**src/rtl/issue_if.sv**
```systemverilog
// Fetch-side channel of the issue stage: instruction handshake plus the
// registered redirect that steers fetch after a taken branch.
interface issue_if;
    logic        in_valid;
    logic [15:0] in_instr;
    logic [15:0] in_pc;
    logic        in_ready;
    logic        redirect_valid;
    logic [15:0] redirect_pc;

    modport master (
        output in_valid, in_instr, in_pc,
        input  in_ready, redirect_valid, redirect_pc
    );

    modport slave (
        input  in_valid, in_instr, in_pc,
        output in_ready, redirect_valid, redirect_pc
    );
endinterface

```
**src/rtl/issue_stage.sv**
```systemverilog
// Register-read / issue stage in front of the m1-m2-ex ALU pipe: holds one
// fetched instruction, reads operands, stalls on multiply hazards, flushes on branches.
module issue_stage (
    input  logic        clk,
    input  logic        rst,
    issue_if.slave      fetch,
    input  logic        wb_en,
    input  logic [3:0]  wb_rd,
    input  logic [15:0] wb_data,
    input  logic        br_taken,
    input  logic [15:0] br_target,
    output logic [15:0] instr,
    output logic [15:0] pc,
    output logic [15:0] rs1_data,
    output logic [15:0] rs2_data
);
    localparam logic [15:0] NOP = 16'h0000;

    logic             h_valid_r;
    logic [15:0]      h_instr_r;
    logic [15:0]      h_pc_r;
    logic [1:0]       mt_valid_r;
    logic [1:0][3:0]  mt_rd_r;
    logic [15:0]      rf_r [16];
    logic             redirect_valid_r;
    logic [15:0]      redirect_pc_r;

    logic [3:0]       rd_s;
    logic [3:0]       rs1_s;
    logic [3:0]       rs2_s;
    logic             illegal_s;
    logic             is_mul_s;
    logic             bubble_s;
    logic             hazard_s;
    logic             fire_s;
    logic             consume_s;
    logic             in_ready_s;
    logic [15:0]      rs1_val_s;
    logic [15:0]      rs2_val_s;

    // A tracked multiply destination collides with any register H touches.
    function automatic logic trk_hit(input logic v, input logic [3:0] trk,
                                     input logic [3:0] a, input logic [3:0] b,
                                     input logic [3:0] c);
        return v && (trk != 4'd0) && ((trk == a) || (trk == b) || (trk == c));
    endfunction

    // Field decode of the held instruction; unused fields decode to r0.
    always_comb begin
        rd_s      = 4'd0;
        rs1_s     = 4'd0;
        rs2_s     = 4'd0;
        illegal_s = 1'b0;
        is_mul_s  = (h_instr_r[15:12] == 4'h5);
        case (h_instr_r[15:12])
            4'h0, 4'h1, 4'h2, 4'h3, 4'h4, 4'h5: begin
                rd_s  = h_instr_r[11:8];
                rs1_s = h_instr_r[7:4];
                rs2_s = h_instr_r[3:0];
            end
            4'h6, 4'h7, 4'h8, 4'h9, 4'hA, 4'hF: begin
                rd_s  = h_instr_r[11:8];
                rs1_s = h_instr_r[3:0];
            end
            4'hD: begin
                rs1_s = h_instr_r[11:8];
                rs2_s = h_instr_r[3:0];
            end
            4'hE: begin
                rd_s = 4'hF;
            end
            default: begin
                illegal_s = 1'b1;
            end
        endcase
    end

    // Issue control: bubble, hazard, fire and the fetch handshake.
    always_comb begin
        bubble_s   = mt_valid_r[1];
        hazard_s   = trk_hit(mt_valid_r[0], mt_rd_r[0], rs1_s, rs2_s, rd_s) |
                     trk_hit(mt_valid_r[1], mt_rd_r[1], rs1_s, rs2_s, rd_s);
        // A flush discards H in the same cycle, so it must not reach the ALU.
        fire_s     = h_valid_r & ~bubble_s & ~hazard_s & ~illegal_s & ~br_taken;
        consume_s  = fire_s | (h_valid_r & illegal_s);
        in_ready_s = (~h_valid_r | consume_s) & ~redirect_valid_r & ~br_taken;
    end

    // Operand read with write-through bypass from writeback.
    always_comb begin
        rs1_val_s = 16'h0000;
        rs2_val_s = 16'h0000;
        if (rs1_s == 4'd0) begin
            rs1_val_s = 16'h0000;
        end else if (wb_en && (wb_rd == rs1_s)) begin
            rs1_val_s = wb_data;
        end else begin
            rs1_val_s = rf_r[rs1_s];
        end
        if (rs2_s == 4'd0) begin
            rs2_val_s = 16'h0000;
        end else if (wb_en && (wb_rd == rs2_s)) begin
            rs2_val_s = wb_data;
        end else begin
            rs2_val_s = rf_r[rs2_s];
        end
    end

    // ALU-facing outputs: the held instruction when it fires, otherwise a bubble.
    always_comb begin
        instr    = NOP;
        pc       = 16'h0000;
        rs1_data = 16'h0000;
        rs2_data = 16'h0000;
        if (fire_s) begin
            instr    = h_instr_r;
            pc       = h_pc_r;
            rs1_data = rs1_val_s;
            rs2_data = rs2_val_s;
        end else begin
            instr    = NOP;
            pc       = 16'h0000;
            rs1_data = 16'h0000;
            rs2_data = 16'h0000;
        end
    end

    // Holding register, multiply tracker and one-cycle redirect.
    always_ff @(posedge clk or posedge rst) begin
        if (rst) begin
            h_valid_r        <= 1'b0;
            h_instr_r        <= NOP;
            h_pc_r           <= 16'h0000;
            mt_valid_r       <= 2'b00;
            mt_rd_r          <= '0;
            redirect_valid_r <= 1'b0;
            redirect_pc_r    <= 16'h0000;
        end else begin
            if (br_taken) begin
                h_valid_r <= 1'b0;
            end else if (fetch.in_valid && in_ready_s) begin
                h_valid_r <= 1'b1;
                h_instr_r <= fetch.in_instr;
                h_pc_r    <= fetch.in_pc;
            end else if (consume_s) begin
                h_valid_r <= 1'b0;
            end
            // Older multiplies keep shifting through a flush.
            mt_valid_r[0]    <= fire_s & is_mul_s;
            mt_rd_r[0]       <= rd_s;
            mt_valid_r[1]    <= mt_valid_r[0];
            mt_rd_r[1]       <= mt_rd_r[0];
            redirect_valid_r <= br_taken;
            redirect_pc_r    <= br_taken ? br_target : 16'h0000;
        end
    end

    // Register file; r0 is never written and reads as zero.
    always_ff @(posedge clk or posedge rst) begin
        if (rst) begin
            for (int i = 0; i < 16; i++) begin
                rf_r[i] <= 16'h0000;
            end
        end else if (wb_en && (wb_rd != 4'd0)) begin
            rf_r[wb_rd] <= wb_data;
        end
    end

    assign fetch.in_ready       = in_ready_s;
    assign fetch.redirect_valid = redirect_valid_r;
    assign fetch.redirect_pc    = redirect_pc_r;
endmodule

```
**src/flat_wrapper.sv**
```systemverilog
// flat-port wrapper written by rule: the top's interface ports become plain ports
module issue_stage_flat 
  (clk, rst, wb_en, wb_rd, wb_data, br_taken, br_target, instr, pc, rs1_data, rs2_data, fetch_in_valid, fetch_in_instr, fetch_in_pc, fetch_in_ready, fetch_redirect_valid, fetch_redirect_pc);
  issue_if fetch_i ();
  input  logic clk;
  input  logic rst;
  input  logic wb_en;
  input  logic [3:0] wb_rd;
  input  logic [15:0] wb_data;
  input  logic br_taken;
  input  logic [15:0] br_target;
  output logic [15:0] instr;
  output logic [15:0] pc;
  output logic [15:0] rs1_data;
  output logic [15:0] rs2_data;
  input wire logic [$bits(fetch_i.in_valid)-1:0] fetch_in_valid;
  input wire logic [$bits(fetch_i.in_instr)-1:0] fetch_in_instr;
  input wire logic [$bits(fetch_i.in_pc)-1:0] fetch_in_pc;
  output wire logic [$bits(fetch_i.in_ready)-1:0] fetch_in_ready;
  output wire logic [$bits(fetch_i.redirect_valid)-1:0] fetch_redirect_valid;
  output wire logic [$bits(fetch_i.redirect_pc)-1:0] fetch_redirect_pc;
  assign fetch_i.in_valid = fetch_in_valid;
  assign fetch_i.in_instr = fetch_in_instr;
  assign fetch_i.in_pc = fetch_in_pc;
  assign fetch_in_ready = fetch_i.in_ready;
  assign fetch_redirect_valid = fetch_i.redirect_valid;
  assign fetch_redirect_pc = fetch_i.redirect_pc;
  issue_stage u_core (.clk(clk), .rst(rst), .fetch(fetch_i), .wb_en(wb_en), .wb_rd(wb_rd), .wb_data(wb_data), .br_taken(br_taken), .br_target(br_target), .instr(instr), .pc(pc), .rs1_data(rs1_data), .rs2_data(rs2_data));
endmodule
```
**config.mk**
```make
export PLATFORM = sky130hd
export DESIGN_NAME = issue_stage_flat
export DESIGN_NICKNAME = d
export VERILOG_FILES = /design/src/rtl/issue_if.sv /design/src/rtl/issue_stage.sv /design/src/flat_wrapper.sv
export SDC_FILE = /design/constraint.sdc
export NUM_CORES = 1
export LEC_CHECK = 0
export BUFFER_PORTS_ARGS = -buffer_cell sky130_fd_sc_hd__buf_2
export CORE_MARGIN = 1.5
export CORE_UTILIZATION = 45
export DETAILED_ROUTE_END_ITERATION = 7
export HOLD_SLACK_MARGIN = 0.08
export MAX_ROUTING_LAYER = met4
export PLACE_DENSITY_LB_ADDON = 0.08
export SYNTH_ARGS = -nofsm -noshare
export SYNTH_HDL_FRONTEND = slang
export SYNTH_SLANG_ARGS = --single-unit
```
**constraint.sdc**
```tcl
create_clock -name clk -period 9.5 [get_ports clk]
set_clock_uncertainty 0.05 [all_clocks]
set_input_delay 0.475 -clock clk [delete_from_list [all_inputs] [get_ports clk]]
set_output_delay 0.475 -clock clk [all_outputs]
set_load 0.03 [all_outputs]
```
After elaboration in Yosys (flattened, before gate mapping)
Index checks and enable logic that the tools add are counted.
{ "totals": {"regBits": 316, "input_bits": 73, "out_inout_bits": 82, "word_cells": 119} }
{ "classes": {"n_lt_le_gt_ge": 4, "eq_ne": 21, "n_mux": 25, "bitwise_logic": 19, "reduce_logical": 26} }
{ "op_table": {"columns": ["op", "n"], "rows": [
  ["bitwise mux 256 bit", 1],
  ["two-way mux 16 bit", 14],
  ["binary-select mux 16 bit (select 4 bit)", 2],
  ["demux 16 bit (select 4 bit)", 1],
  ["== test 4 bit", 8],
  ["== test 4 bit (second input constant)", 6],
  ["== test 4 x 3 -> 1 bit (second input constant)", 4],
  ["greater-or-equal comparator 5 bit (second input constant)", 3],
  ["inverter 4 -> 5 bit", 3],
  ["OR reduction 14 bit", 1],
  ["logical NOT 4 bit", 3],
  ["one-hot mux 4 bit (3 select lines)", 1],
  ["nonzero test 4 bit", 3],
  ["OR reduction 12 bit", 1],
  ["OR reduction 6 bit", 2],
  ["logical AND 1 bit", 9],
  ["bitwise AND 1 bit", 8],
  ["== test 4 x 2 -> 1 bit (second input constant)", 2],
  ["one-hot mux 4 bit (2 select lines)", 1],
  ["OR reduction 7 bit", 1],
  ["< comparator 5 x 1 -> 1 bit (second input constant)", 1],
  ["inverter 1 bit", 5],
  ["== test 4 x 1 -> 1 bit (second input constant)", 1],
  ["logical OR 1 bit", 4],
  ["5 further kinds", 10]
]} }

Logic depth before layout (Yosys ltp)
Gate-level depths: netlist of run 1.
{ "logic_depth": {"ltp_word": 19, "ltp_mapped": 13, "depth_no_buf": 8} }

Least setup slack after synthesis of run 1
No wires, ideal clock.
{ "synth_path": {"path_kind": "register -> output", "from": "register u_core.h_instr_r[14]", "to": "output rs1_data[3]", "t_arrival_ps": 3172, "t_required_ps": 8975, "slack_ps": 5803, "path_stages_with_launch": 12, "n_path_buf": 4, "cell_sequence": "dfrtp_1 buf_2 a21oi_1 a22o_1 a21o_1 clkbuf_1 clkbuf_1 clkbuf_1 a21oi_1 a22oi_1 o21ai_0 a311oi_1"} }
{ "synth_via": {"elab_chain_len": 13, "elab_cells_between_ends": 49, "cone_classes": "eq/ne: 20; mux: 9; bitwise: 6; reduce/logical: 14"} }
{ "synth_rtl": {"columns": ["item", "line", "rtl"], "rows": [
  ["start: declaration", "issue_stage.sv:20", "logic [15:0] h_instr_r;"],
  ["start signal: assignment", "issue_stage.sv:143", "h_instr_r <= fetch.in_instr;"],
  ["== test 4 x 3 -> 1 bit, or another cell as far along", "issue_stage.sv:55", "case (h_instr_r[15:12])"],
  ["OR reduction 6 bit or OR reduction 7 bit (tied branches)", null, null],
  ["one-hot mux 4 bit (3 select lines) or two-way mux 4 bit (tied branches)", "issue_stage.sv:55", null],
  ["== test 4 bit", "issue_stage.sv:45", "return v && (trk != 4'd0) && ((trk == a) || (trk == b) || (trk == c));"],
  ["logical OR 1 bit (2 in a row)", "issue_stage.sv:45", null],
  ["logical AND 1 bit", "issue_stage.sv:45", null],
  ["bitwise OR 1 bit", "issue_stage.sv:81", "hazard_s = trk_hit(mt_valid_r[0], mt_rd_r[0], rs1_s, rs2_s, rd_s) |"],
  ["inverter 1 bit", "issue_stage.sv:84", "fire_s = h_valid_r & ~bubble_s & ~hazard_s & ~illegal_s & ~br_taken;"],
  ["bitwise AND 1 bit (3 in a row)", "issue_stage.sv:84", null],
  ["two-way mux 16 bit (*)", "issue_stage.sv:115", "if (fire_s) begin"],
  ["end: declaration", "flat_wrapper.sv:14", "output logic [15:0] rs1_data;"]
]} }
Mark *: on every way between the ends. The rest lies on a longest branch, timed or not. The select of a mux whose other input is x is not followed.

Final worst setup path of run 1
{ "layout_path": {"from": "register u_core.h_instr_r[15]", "to": "output rs2_data[2]"} }
{ "layout_via": {"elab_chain_len": 13, "elab_cells_between_ends": 49, "cone_classes": "eq/ne: 20; mux: 9; bitwise: 6; reduce/logical: 14"} }
{ "layout_rtl": {"columns": ["item", "line", "rtl"], "rows": [
  ["== test 4 x 3 -> 1 bit, or another cell as far along", "issue_stage.sv:55", null],
  ["OR reduction 6 bit or OR reduction 7 bit (tied branches)", null, null],
  ["one-hot mux 4 bit (3 select lines) or two-way mux 4 bit (tied branches)", "issue_stage.sv:55", null],
  ["== test 4 bit", "issue_stage.sv:45", null],
  ["logical OR 1 bit (2 in a row)", "issue_stage.sv:45", null],
  ["logical AND 1 bit", "issue_stage.sv:45", null],
  ["bitwise OR 1 bit", "issue_stage.sv:81", null],
  ["inverter 1 bit", "issue_stage.sv:84", null],
  ["bitwise AND 1 bit (3 in a row)", "issue_stage.sv:84", null],
  ["two-way mux 16 bit (*)", "issue_stage.sv:115", null],
  ["end: declaration", "flat_wrapper.sv:15", "output logic [15:0] rs2_data;"]
]} }
Marked as above.

==> metrics.txt, run 1 <==
LEAKAGE=8.272 nW; prevailing post-synth register cell=dfrtp_1; core area=36,610 µm²; peak-usage layer in the global routing report=met2; top cells by count, synth=dfrtp_1, mux2_2, nand2_1; Yosys top cell area share=46.57%; crit path max fanout=41; # DRC=0; switching pwr=0.003286 W; worst path cell trace=a21bo_2 -> and3_2 -> buf_4 -> xnor2_1 -> a41o_1 -> o21ba_2 -> or4_1 -> a21oi_1 -> buf_2; Non-Filler Instances=2,136; syn avg cell area=10.69 µm²; Slew headroom=19.19%; Logic pwr share=52.5%; Finished Cell Area=19,090 µm²; DP Cell Count=2,066; vias in the first global route=13,280; final setup TNS=0 ns; switching part of the total=46.17%; Post-Route WL=54,040 µm; TritonCTS clock tree=built; Worst Hold Class=in2reg; met3 Track Usage GR=5.587%; initial antenna violation count=0; area leader, netlist=dfrtp_1; Clk pin slew, worst setup/hold paths=0.06 ns; Mapped Cells=1,568; CTS HTree Levels=2; CTS Sinks=312; area grow syn2layout=13.85%; sequential fraction of the synthesis area=46.57%; largest net degree at the start of global routing=114; worst path arrival time=4.80 ns; Synth Area in Adders=0%; I/O pins=155; post-CTS resize count=0; XOR/XNOR Fraction of Synth Area=1.045%; Net Count, Synth=1,641; gr usage total=29.16%; status=complete, no violations; Pwr Density=372.9 nW/µm²; clock buffer depth=3; die area=38,420 µm²; RSZ-0062 raised after global routing=no; Max-Cap Viols=0; met1 Use GR=38.25%; number of flops mapped to enable cells by yosys=0; Initial DRT Pass Iterations=7; fin crit share=56.07%; nets=1,714; cell with the most instances after synthesis=dfrtp_1; Critical Path End Type=output pin; Worst path max stage delay=0.92 ns; register share of total power=27.3%; root buffer cell=clkbuf_16; DRT iter0 DRCs=1,122; Fin Hold WS=0.1090 ns; distinct cell type count after synthesis=54; clock power share=20.2%; WS Path Type=reg2out; worst slack, placed=4.736 ns; Worst Path Required=8.98 ns; Die H=196.0 µm; CP startpoint kind=flop; GPL Wtd Cong=0.8950; Post-synth ARST share=100.0%; maximum VDD drop=454.9 µV; Final ANT Viol Nets=0; number of post-CTS setup repair buffers=0; M2 GR Usage=44.17%; Cell Rows=70; WL per Instance=25.30 µm; Hold Fails Final Rpt=0; Die Width=196.0 µm; ranking of synthesized cells by area=dfrtp_1, mux2_2, mux2i_1; Hold Crit Start=br_target[1]; worst r2r src=u_core.h_instr_r[15]; CP max-delay cell=or4_1; combinational family with the most area after synthesis=multiplexers; total gr overflow=0; Slew @ Worst Pin=1.212 ns; CTS buffer count=38; first-pass GRT wire length=82,880 µm; final setup margin=4.173 ns; Setup Viol. Count Final=0; HPWL Detailed=32,280 µm; I/O Buffers=154; multiplexer share of the synthesized area=23.54%; crit path from=u_core.h_instr_r[15]; area fraction in compound gates after synthesis=13.96%; Post-Synth Simple-Gate Area=10.96%; Period minus WS final=5.327 ns; Post-Syn Area=16,760 µm²; Max Transition Viols Final=0; via count=13,490; Max Fclk=0.1877 GHz; vias per cell=6.317; Hold-fix buffers, CTS=3; Initial Util=45.79%; Ys Warns=0; share of cells above drive strength 1=33.65%; Area after DPL=17,820 µm²; worst-skew pair later-pin latency=0.53 ns; Int Pwr=0.003831 W; Synth Register Bits=312
==> placed cells by master, fill, tap and decap left out, drive strengths merged, types with 23 or more instances in the layout <==
| cell | synthesis | final |
|---|---|---|
| buf | 21 | 189 |
| nand2 | 199 | 199 |
| dfrtp | 312 | 312 |
| a221oi | 74 | 74 |
| nor2 | 23 | 23 |
| a311oi | 29 | 29 |
| mux2i | 77 | 77 |
| and2 | 45 | 45 |
| mux2 | 272 | 272 |
| nor3 | 26 | 26 |
| a21oi | 79 | 79 |
| a22oi | 27 | 27 |
| o21ai | 59 | 59 |
| clkbuf | 138 | 53 |
==> state kept, by name, indices dropped and copies added (netlist names) <==
signal                       flops
u_core.fetch.redirect_pc        16
u_core.h_pc_r                   16
u_core.rf_r                    256
u_core.mt_valid_r                2
u_core.fetch.redirect_valid      1
u_core.mt_rd_r                   4
u_core.h_valid_r                 1
u_core.h_instr_r                16
==> area by class of cell <==
| type | instances | area [µm²] |
|---|---|---|
| Tap cell | 468 | 585.6 |
| Multi-Input combinational cell | 1089 | 8359 |
| Clock inverter | 13 | 100.1 |
| Sequential cell | 312 | 7807 |
| Clock buffer | 53 | 1131 |
| Fill cell | 3352 | 17520 |
| Timing Repair Buffer | 192 | 1064 |
| Antenna cell | 1 | 2.502 |
| Inverter | 8 | 37.54 |
==> critical path, delay by kind of cell, from the launching register on <==
family,cells,cell delay [ns]
flip-flops,1,0.55
XOR/XNOR,1,0.13
buffers and inverters,2,0.94
AO/OA/AOI/OAI,4,1.08
AND/OR/NAND/NOR,2,1.49
==> metal layers <==
layer / wire [µm] / share of wire [%] / vias up
li1: - / - / 5920
met3: 4125 / 7.6 / 131
met5: 0 / 0 / -
met2: 24260 / 45 / 643
met1: 23180 / 43 / 6800
met4: 2471 / 4.6 / 0
==> through the flow <==
stage	total power, W	utilization, %
6_report	0.007117	52.14
2_1_floorplan	0.004449	-
5_1_grt	0.007508	52.13
4_1_cts	0.007113	52.13
3_5_place_dp	0.005653	48.68
3_3_place_gp	0.005626	48.68
==> power by group through the flow <==
stage	Clock, W	Sequential [W]	Combinational, W
3_5_place_dp	0	0.00195	0.00370
2_1_floorplan	0	0.00185	0.00259
3_3_place_gp	0	0.00194	0.00368
6_report	0.00144	0.00194	0.00374
5_1_grt	0.00152	0.00198	0.00401
4_1_cts	0.00147	0.00193	0.00371
==> path summary, 6_finish.rpt <==
check | end | cells past startpoint | slack [ns]
max in group asynchronous | u_core.fetch.redirect_pc[5] | 5 | 6.49
hold reg to reg | u_core.rf_r[253] | 0 | 0.35
setup reg to reg | u_core.mt_valid_r[0] | 8 | 5.31
setup / recovery | rs2_data[2] | 9 | 4.17
hold / removal | u_core.fetch.redirect_pc[1] | 2 | 0.11
min in group asynchronous | u_core.rf_r[35] | 3 | 0.61
==> cell families after synthesis <==
family | Yosys count
xor+xnor | 20
simple gates | 387
mux | 354
buf+inv | 167
flops | 312
compound gates | 328
Note: power is estimated with default switching activity, not from simulation.
==> run 2: changes to the inputs <==
- clock period: 9.5 -> 5.6 ns (I/O delays scaled with it)
==> run 2 against run 1 <==
  * Power increased by 73%
  * Clock power is 76% higher
  * Flip-flop and latch count stayed put
  * First-iteration DRC count up 18%
  * Die area did not move
  * Critical path depth did not move
  * Via count rose by 2.3%
  * Combinational power grew 74%
  * Cell area up 3.3%
  * Sequential power grew 70%
  * Global-route usage increased by 0.84 points
  * Worst setup slack worse by 3.4 ns
==> metrics.txt, run 2 (same netlist as run 1, synthesis figures left out) <==
GPL Wtd Cong=0.9091 (was 0.8950); gr usage total=30.00% (was 29.16%); Post-Route WL=55,640 µm (was 54,040 µm); Critical Path End Type=output pin (unchanged); LEAKAGE=8.538 nW (was 8.272 nW); Die Width=196.0 µm (unchanged); Pwr Density=624.6 nW/µm² (was 372.9 nW/µm²); Slew @ Worst Pin=1.289 ns (was 1.212 ns); vias in the first global route=13,900 (was 13,280); CP startpoint kind=flop (unchanged); root buffer cell=clkbuf_16 (unchanged); maximum VDD drop=442.1 µV (was 454.9 µV); Worst Hold Class=in2reg (unchanged); share of cells above drive strength 1=33.20% (was 33.65%); Biggest register=u_core.rf_r (unchanged); vias per cell=6.295 (was 6.317); commonest non-fill, non-tap cells in the layout=dfrtp_1, mux2_2, nand2_1 (unchanged); CP max-delay cell=nor2_4 (was or4_1); Setup Viol. Count Final=0 (unchanged); core area=36,610 µm² (unchanged); Worst Path Required=5.27 ns (was 8.98 ns); HPWL Detailed=33,390 µm (was 32,280 µm); Initial DRT Pass Iterations=5 (was 7); Die H=196.0 µm (unchanged); I/O Buffers=154 (unchanged); Final ANT Viol Nets=0 (unchanged); fin crit share=86.08%; max reg flops=256 (unchanged); Period minus WS final=4.821 ns; CTS Sinks=312 (unchanged); switching part of the total=45.73% (was 46.17%); WL per Instance=25.39 µm (was 25.30 µm); switching pwr=0.005632 W (was 0.003286 W); final setup TNS=0 ns (unchanged); nets=1,769 (was 1,714); Cell Rows=70 (unchanged); register share of total power=26.7% (was 27.3%); Clk pin slew, worst setup/hold paths=0.06 ns (about the same); # DRC=0 (unchanged); overall power=0.01231 W (was 0.007117 W); Initial Util=45.79% (unchanged); CTS buffer count=38 (unchanged); DRT iter0 DRCs=1,324 (was 1,122); Worst path max stage delay=1.05 ns (was 0.92 ns); commonest non-fill, non-tap cell in the layout=dfrtp_1 (unchanged); die area=38,420 µm² (unchanged); Int Pwr=0.006682 W (was 0.003831 W); post-CTS resize count=0 (unchanged); worst-skew pair later-pin latency=0.53 ns (about the same); clock power share=20.6% (was 20.2%); largest net degree at the start of global routing=177 (was 114); first-pass GRT wire length=85,330 µm (was 82,880 µm); status=complete, no violations (unchanged); Hold Fails Final Rpt=0 (unchanged); worst path cell trace=and2_1 -> nor2_1 -> nand2_1 -> nor2_4 -> a221oi_1 -> o21ai_0 -> nand4_1 -> a21oi_2 -> buf_2 (was a21bo_2 -> and3_2 -> buf_4 -> xnor2_1 -> a41o_1 -> o21ba_2 -> or4_1 -> a21oi_1 -> buf_2); Max-Cap Viols=0 (unchanged); Slew headroom=13.79% (was 19.19%); area grow syn2layout=17.60% (was 13.85%); Max Transition Viols Final=0 (unchanged); WS Path Type=reg2out (unchanged); clock buffer depth=3 (unchanged); I/O pins=155 (unchanged); Logic pwr share=52.7% (was 52.5%); CTS HTree Levels=2 (unchanged); total gr overflow=0 (unchanged); worst path arrival time=4.49 ns (was 4.80 ns); Max Fclk=0.2074 GHz; via count=13,800 (was 13,490); crit path max fanout=30 (was 41); RSZ-0062 raised after global routing=no (unchanged); TritonCTS clock tree=built (unchanged); initial antenna violation count=1 (was 0)
-- run 2: changes by cell type in the layout (fill, tap and decap cells not counted), sizes merged --
cell	delta
buf	+8
clkinv	-3
clkinvlp	+2
dlygate4sd3	+47
bufinv	+2
-- run 2: final timing paths --
path	start	to	slack, ns	depth (start not counted)
worst max-delay path	u_core.h_instr_r[14]	rs2_data[12]	0.78	9
worst min-delay path	wb_data[0]	u_core.rf_r[32]	0.19	3
worst max register to register	u_core.h_instr_r[14]	u_core.h_instr_r[5]	1.78	9
worst min register to register	u_core.rf_r[246]	u_core.rf_r[246]	0.35	0
max in group asynchronous	rst	u_core.fetch.redirect_pc[13]	3.74	4
min in group asynchronous	rst	u_core.rf_r[52]	0.34	3
-- run 2: area by class of cell --
cell class	instances	area, µm²
Clock buffer	53	1129
Antenna cell	1	2.502
Fill cell	3221	16900
Multi-Input combinational cell	1089	8364
Clock inverter	14	161.4
Inverter	8	33.78
Tap cell	468	585.6
Timing Repair Buffer	247	1632
Sequential cell	312	7807
-- run 2: per-stage QoR --
step | utilization, % | hold WS (ns) | instance area, µm² | instances | setup WS, ns
6_report | 53.85 | 0.1890 | 19720 | 2192 | 0.7795
5_1_grt | 53.85 | 0.1980 | 19720 | 2192 | 0.5359
4_1_cts | 53.84 | 0.1792 | 19710 | 2191 | 0.8123
3_5_place_dp | 48.95 | 0.3381 | 17920 | 2074 | 1.373
3_3_place_gp | 48.95 | 0.3337 | 17920 | 2074 | 1.488
2_1_floorplan | - | 0.2614 | 16770 | 1568 | 1.115
-- run 2: worst max-delay path, delay by kind of cell, from the launching register on --
family | cells | cell delay [ns]
AOI/OAI and AO/OA | 3 | 0.54
buffers and inverters | 1 | 0.22
DFF | 1 | 0.53
and+or+nand+nor | 5 | 2.63
-- run 2: timing repair --
item | in CTS | in global routing
buffers inserted | 0 | 0
endpoints found under the hold margin | 76 | 0
hold buffers | 50 | 0
-- run 2: layer usage --
layer | vias up | routed length [µm] | global-route usage (%)
met5 | - | 0 | -
li1 | 6044 | - | -
met2 | 620 | 25480 | 46.86
met4 | 0 | 2281 | 12.65
met3 | 126 | 4115 | 4.367
met1 | 7008 | 23770 | 39.20
-- run 2: power groups by stage --
| stage | sequential [W] | clock, W | combinational, W |
|---|---|---|---|
| floorplan | 0.00315 | 0 | 0.00440 |
| global placement | 0.00330 | 0 | 0.00632 |
| detailed placement | 0.00331 | 0 | 0.00637 |
| CTS | 0.00328 | 0.00258 | 0.00642 |
| global route | 0.00337 | 0.00267 | 0.00691 |
| finish | 0.00329 | 0.00253 | 0.00649 |
==> run 3: changes to the inputs <==
- ABC_AREA: unset -> 1
==> run 3 against run 2 <==
  * Via count increased by 25%
  * Combinational power is 52% lower
  * Cell count rose by 40%
  * Hold slack gained 0.066 ns
  * Cell area is 2.6% higher
  * Synthesized area rose by 3.0%
  * Register-to-register slack got worse by 0.02 ns
  * Maximum frequency rose by 1.8%
  * Highest routed layer unchanged
  * Sequential power fell by 8.8%
==> metrics.txt, run 3 <==
status=complete, no violations (unchanged); Critical path buffers and inverters=8 (was 1); maximum VDD drop=289.6 µV (was 442.1 µV); CP max-delay cell=dfrtp_1 (was nor2_4); die area=39,560 µm² (was 38,420 µm²); gr usage total=32.14% (was 30.00%); worst r2r src=u_core.h_instr_r[0] (was u_core.h_instr_r[14]); area leader, netlist=dfrtp_1 (unchanged); Post-Syn Area=17,270 µm² (was 16,760 µm²); Die H=198.9 µm (was 196.0 µm); cell with the most instances after synthesis=nand2_1 (was dfrtp_1); number of flops mapped to enable cells by yosys=0 (unchanged); CTS HTree Levels=2 (unchanged); Initial DRT Pass Iterations=6 (was 5); Mapped Cells=2,408 (was 1,568); Slew @ Worst Pin=1.185 ns (was 1.289 ns); final setup margin=0.8642 ns (was 0.7795 ns); r2r setup slk=1.76 ns (was 1.78 ns); RSZ-0062 raised after global routing=no (unchanged); vias in the first global route=16,240 (was 13,900); Post-synth ARST share=100.0% (unchanged); final setup TNS=0 ns (unchanged); LEAKAGE=9.582 nW (was 8.538 nW); Worst path max stage delay=0.50 ns (was 1.05 ns); total gr overflow=0 (unchanged); Synth Register Bits=312 (unchanged); M1 WL=26,980 µm (was 23,770 µm); TritonCTS clock tree=built (unchanged); initial antenna violation count=0 (was 1); nets=2,596 (was 1,769); sequential standard cell area=7809 µm² (was 7807 µm²); Biggest register=u_core.rf_r (unchanged); largest net degree at the start of global routing=168 (was 177); ranking of synthesized cells by area=dfrtp_1, nand2_1, o21ai_0 (was dfrtp_1, mux2_2, mux2i_1); Pwr Density=424.2 nW/µm² (was 624.6 nW/µm²); I/O Buffers=154 (unchanged); GPL Wtd Cong=0.9126 (was 0.9091); # DRC=0 (unchanged); area grow syn2layout=17.10% (was 17.60%); WL per Instance=19.78 µm (was 25.39 µm); sequential fraction of the synthesis area=45.21% (was 46.57%); Die Width=198.9 µm (was 196.0 µm); Period minus WS final=4.736 ns (was 4.821 ns); Ys Warns=0 (unchanged); area of the multi-input gates=7893 µm² (was 8364 µm²); Worst Hold Class=in2async (was in2reg); Initial Util=45.74% (was 45.79%); I/O pins=155 (unchanged); Reg2Reg Depth=13 (was 9); core area=37,760 µm² (was 36,610 µm²); Final ANT Viol Nets=0 (unchanged); top cells by count, synth=nand2_1, o21ai_0, dfrtp_1 (was dfrtp_1, mux2_2, nand2_1); n_diodes=0 (was 1); worst slack, placed=1.578 ns (was 1.373 ns); Yosys top cell area share=45.21% (was 46.57%); Setup Viol. Count Final=0 (unchanged); HPWL Detailed=35,930 µm (was 33,390 µm); Net Count, Synth=2,481 (was 1,641); top layer in use=met4 (unchanged); Critical Path End Type=output pin (unchanged); crit path max fanout=29 (was 30); Max-Cap Viols=0 (unchanged); Worst Path Required=5.27 ns (about the same); worst path cell trace=nand2_1 -> inv_1 -> nand3_1 -> nand2_1 -> inv_1 -> nand2_1 -> buf_4 -> inv_2 -> buf_4 -> nand2_2 -> nor3_1 -> inv_1 -> nand3_1 -> inv_2 -> o21ai_0 -> nor2_1 -> buf_2 (was and2_1 -> nor2_1 -> nand2_1 -> nor2_4 -> a221oi_1 -> o21ai_0 -> nand4_1 -> a21oi_2 -> buf_2); root buffer cell=clkbuf_16 (unchanged); Slew headroom=20.83% (was 13.79%); Hold Fails Final Rpt=0 (unchanged); CTS buffer count=38 (unchanged); Cell Rows=71 (was 70); DRT iter0 DRCs=1,993 (was 1,324); Clk pin slew, worst setup/hold paths=0.06 ns (about the same); worst-skew pair later-pin latency=0.56 ns (was 0.53 ns); CTS Sinks=312 (unchanged); first-pass GRT wire length=94,760 µm (was 85,330 µm); vias per cell=5.617 (was 6.295); Max Transition Viols Final=0 (unchanged); CP startpoint kind=flop (unchanged); FF-to-FF End=u_core.h_instr_r[6] (was u_core.h_instr_r[5]); distinct cell type count after synthesis=33 (was 54); wire length on met3=5618 µm (was 4115 µm); prevailing post-synth register cell=dfrtp_1 (unchanged); syn avg cell area=7.172 µm² (was 10.69 µm²); commonest non-fill, non-tap cell in the layout=nand2_1 (was dfrtp_1); Post-Route WL=60,560 µm (was 55,640 µm); worst path arrival time=4.41 ns (was 4.49 ns); metal2 WL=26,660 µm (was 25,480 µm); share of cells above drive strength 1=11.49% (was 33.20%); Filler cells=3,705 (was 3,221); WS Path Type=reg2out (unchanged); fin crit share=84.57% (was 86.08%); cell family with most CP delay=buffers and inverters (was simple AND/OR/NAND/NOR gates); clock buffer depth=3 (unchanged); commonest non-fill, non-tap cells in the layout=nand2_1, o21ai_0, dfrtp_1 (was dfrtp_1, mux2_2, nand2_1); via count=17,190 (was 13,800); max reg flops=256 (unchanged); Max Fclk=0.2112 GHz (was 0.2074 GHz)
run 3: changes by cell type in the layout (fill, tap and decap cells not counted), moves of 29 or more:
cell / before / now
nand2_1: 199 / 736
o21ai_0: 59 / 356
mux2_2: 272 / 0
nand3_1: 19 / 240
inv_1: 7 / 178
nor2_1: 14 / 108
mux2i_1: 77 / 0
a221oi_1: 74 / 0
o211ai_1: 17 / 88
and2_1: 45 / 0
dlygate4sd3_1: 50 / 82
a311oi_1: 29 / 0
run 3: final cells by class:
| class | instances | area share [%] |
|---|---|---|
| clock buffer | 58 | 5.883 |
| tap | 511 | 3.161 |
| multi-input combinational | 1704 | 39.02 |
| timing repair buffer | 274 | 9.465 |
| sequential | 312 | 38.61 |
| clock inverter | 9 | 0.2537 |
| inverter | 193 | 3.601 |
run 3: tightest hold or removal path, delay by kind of cell:
kind | cells | cell delay (ns)
buffers and inverters | 3 | 1.01
run 3: logic make-up (layout without fill, tap and decap cells):
family                 after synthesis  count (layout)  synth area share [%]
flip-flops                         312             312                 45.21
AO/OA/AOI/OAI                      526             526                 16.73
buffers and inverters              392             534                 9.237
XOR/XNOR                             8               8                0.4057
AND/OR/NAND/NOR                   1170            1170                 28.42
run 3: timing repair:
item                       CTS  global route
setup endpoints to repair    0             0
gates resized for setup      0             0
hold buffers                82             0
hold endpoints to repair   116             0
setup buffers                0             0
run 3: worst max path at each step:
| stage | startpoint | end | depth (start not counted) |
|---|---|---|---|
| 2_1_floorplan | rst | u_core.fetch.redirect_pc[0] | 1 |
| 3_3_place_gp | u_core.h_instr_r[14] | rs1_data[3] | 17 |
| 3_5_place_dp | u_core.h_instr_r[14] | rs1_data[3] | 17 |
| 4_1_cts | u_core.h_instr_r[15] | rs1_data[3] | 17 |
| 5_1_grt | u_core.h_instr_r[15] | rs1_data[3] | 17 |
| 6_report | u_core.h_instr_r[15] | rs1_data[3] | 17 |
run 3: through the flow:
| step | util, % | instances | hold slack, ns | instance area [µm²] | total power, W |
|---|---|---|---|---|---|
| after floorplan | - | 2408 | 0.2614 | 17270 | 0.005079 |
| after global placement | 48.11 | 2912 | 0.2838 | 18160 | 0.005964 |
| after detailed placement | 48.11 | 2912 | 0.2841 | 18160 | 0.006003 |
| after CTS | 53.57 | 3061 | 0.2328 | 20220 | 0.008542 |
| after global routing | 53.57 | 3061 | 0.2993 | 20220 | 0.009090 |
| final | 53.57 | 3061 | 0.2551 | 20220 | 0.008578 |
run 3: per-layer routing:
| layer | GRT usage [%] | up-vias |
|---|---|---|
| met5 | - | - |
| met4 | 9.540 | 0 |
| met3 | 5.561 | 91 |
| met2 | 47.31 | 791 |
| met1 | 45.21 | 8188 |
| li1 | - | 8124 |
run 3: power breakdown:
group | leakage [nW] | internal [W] | switching (W)
clock network | 0.617 | 0.00146 | 0.00101
registers | 3.93 | 0.00269 | 0.000305
logic | 5.04 | 0.000944 | 0.00217
total | 9.58 | 0.00510 | 0.00348
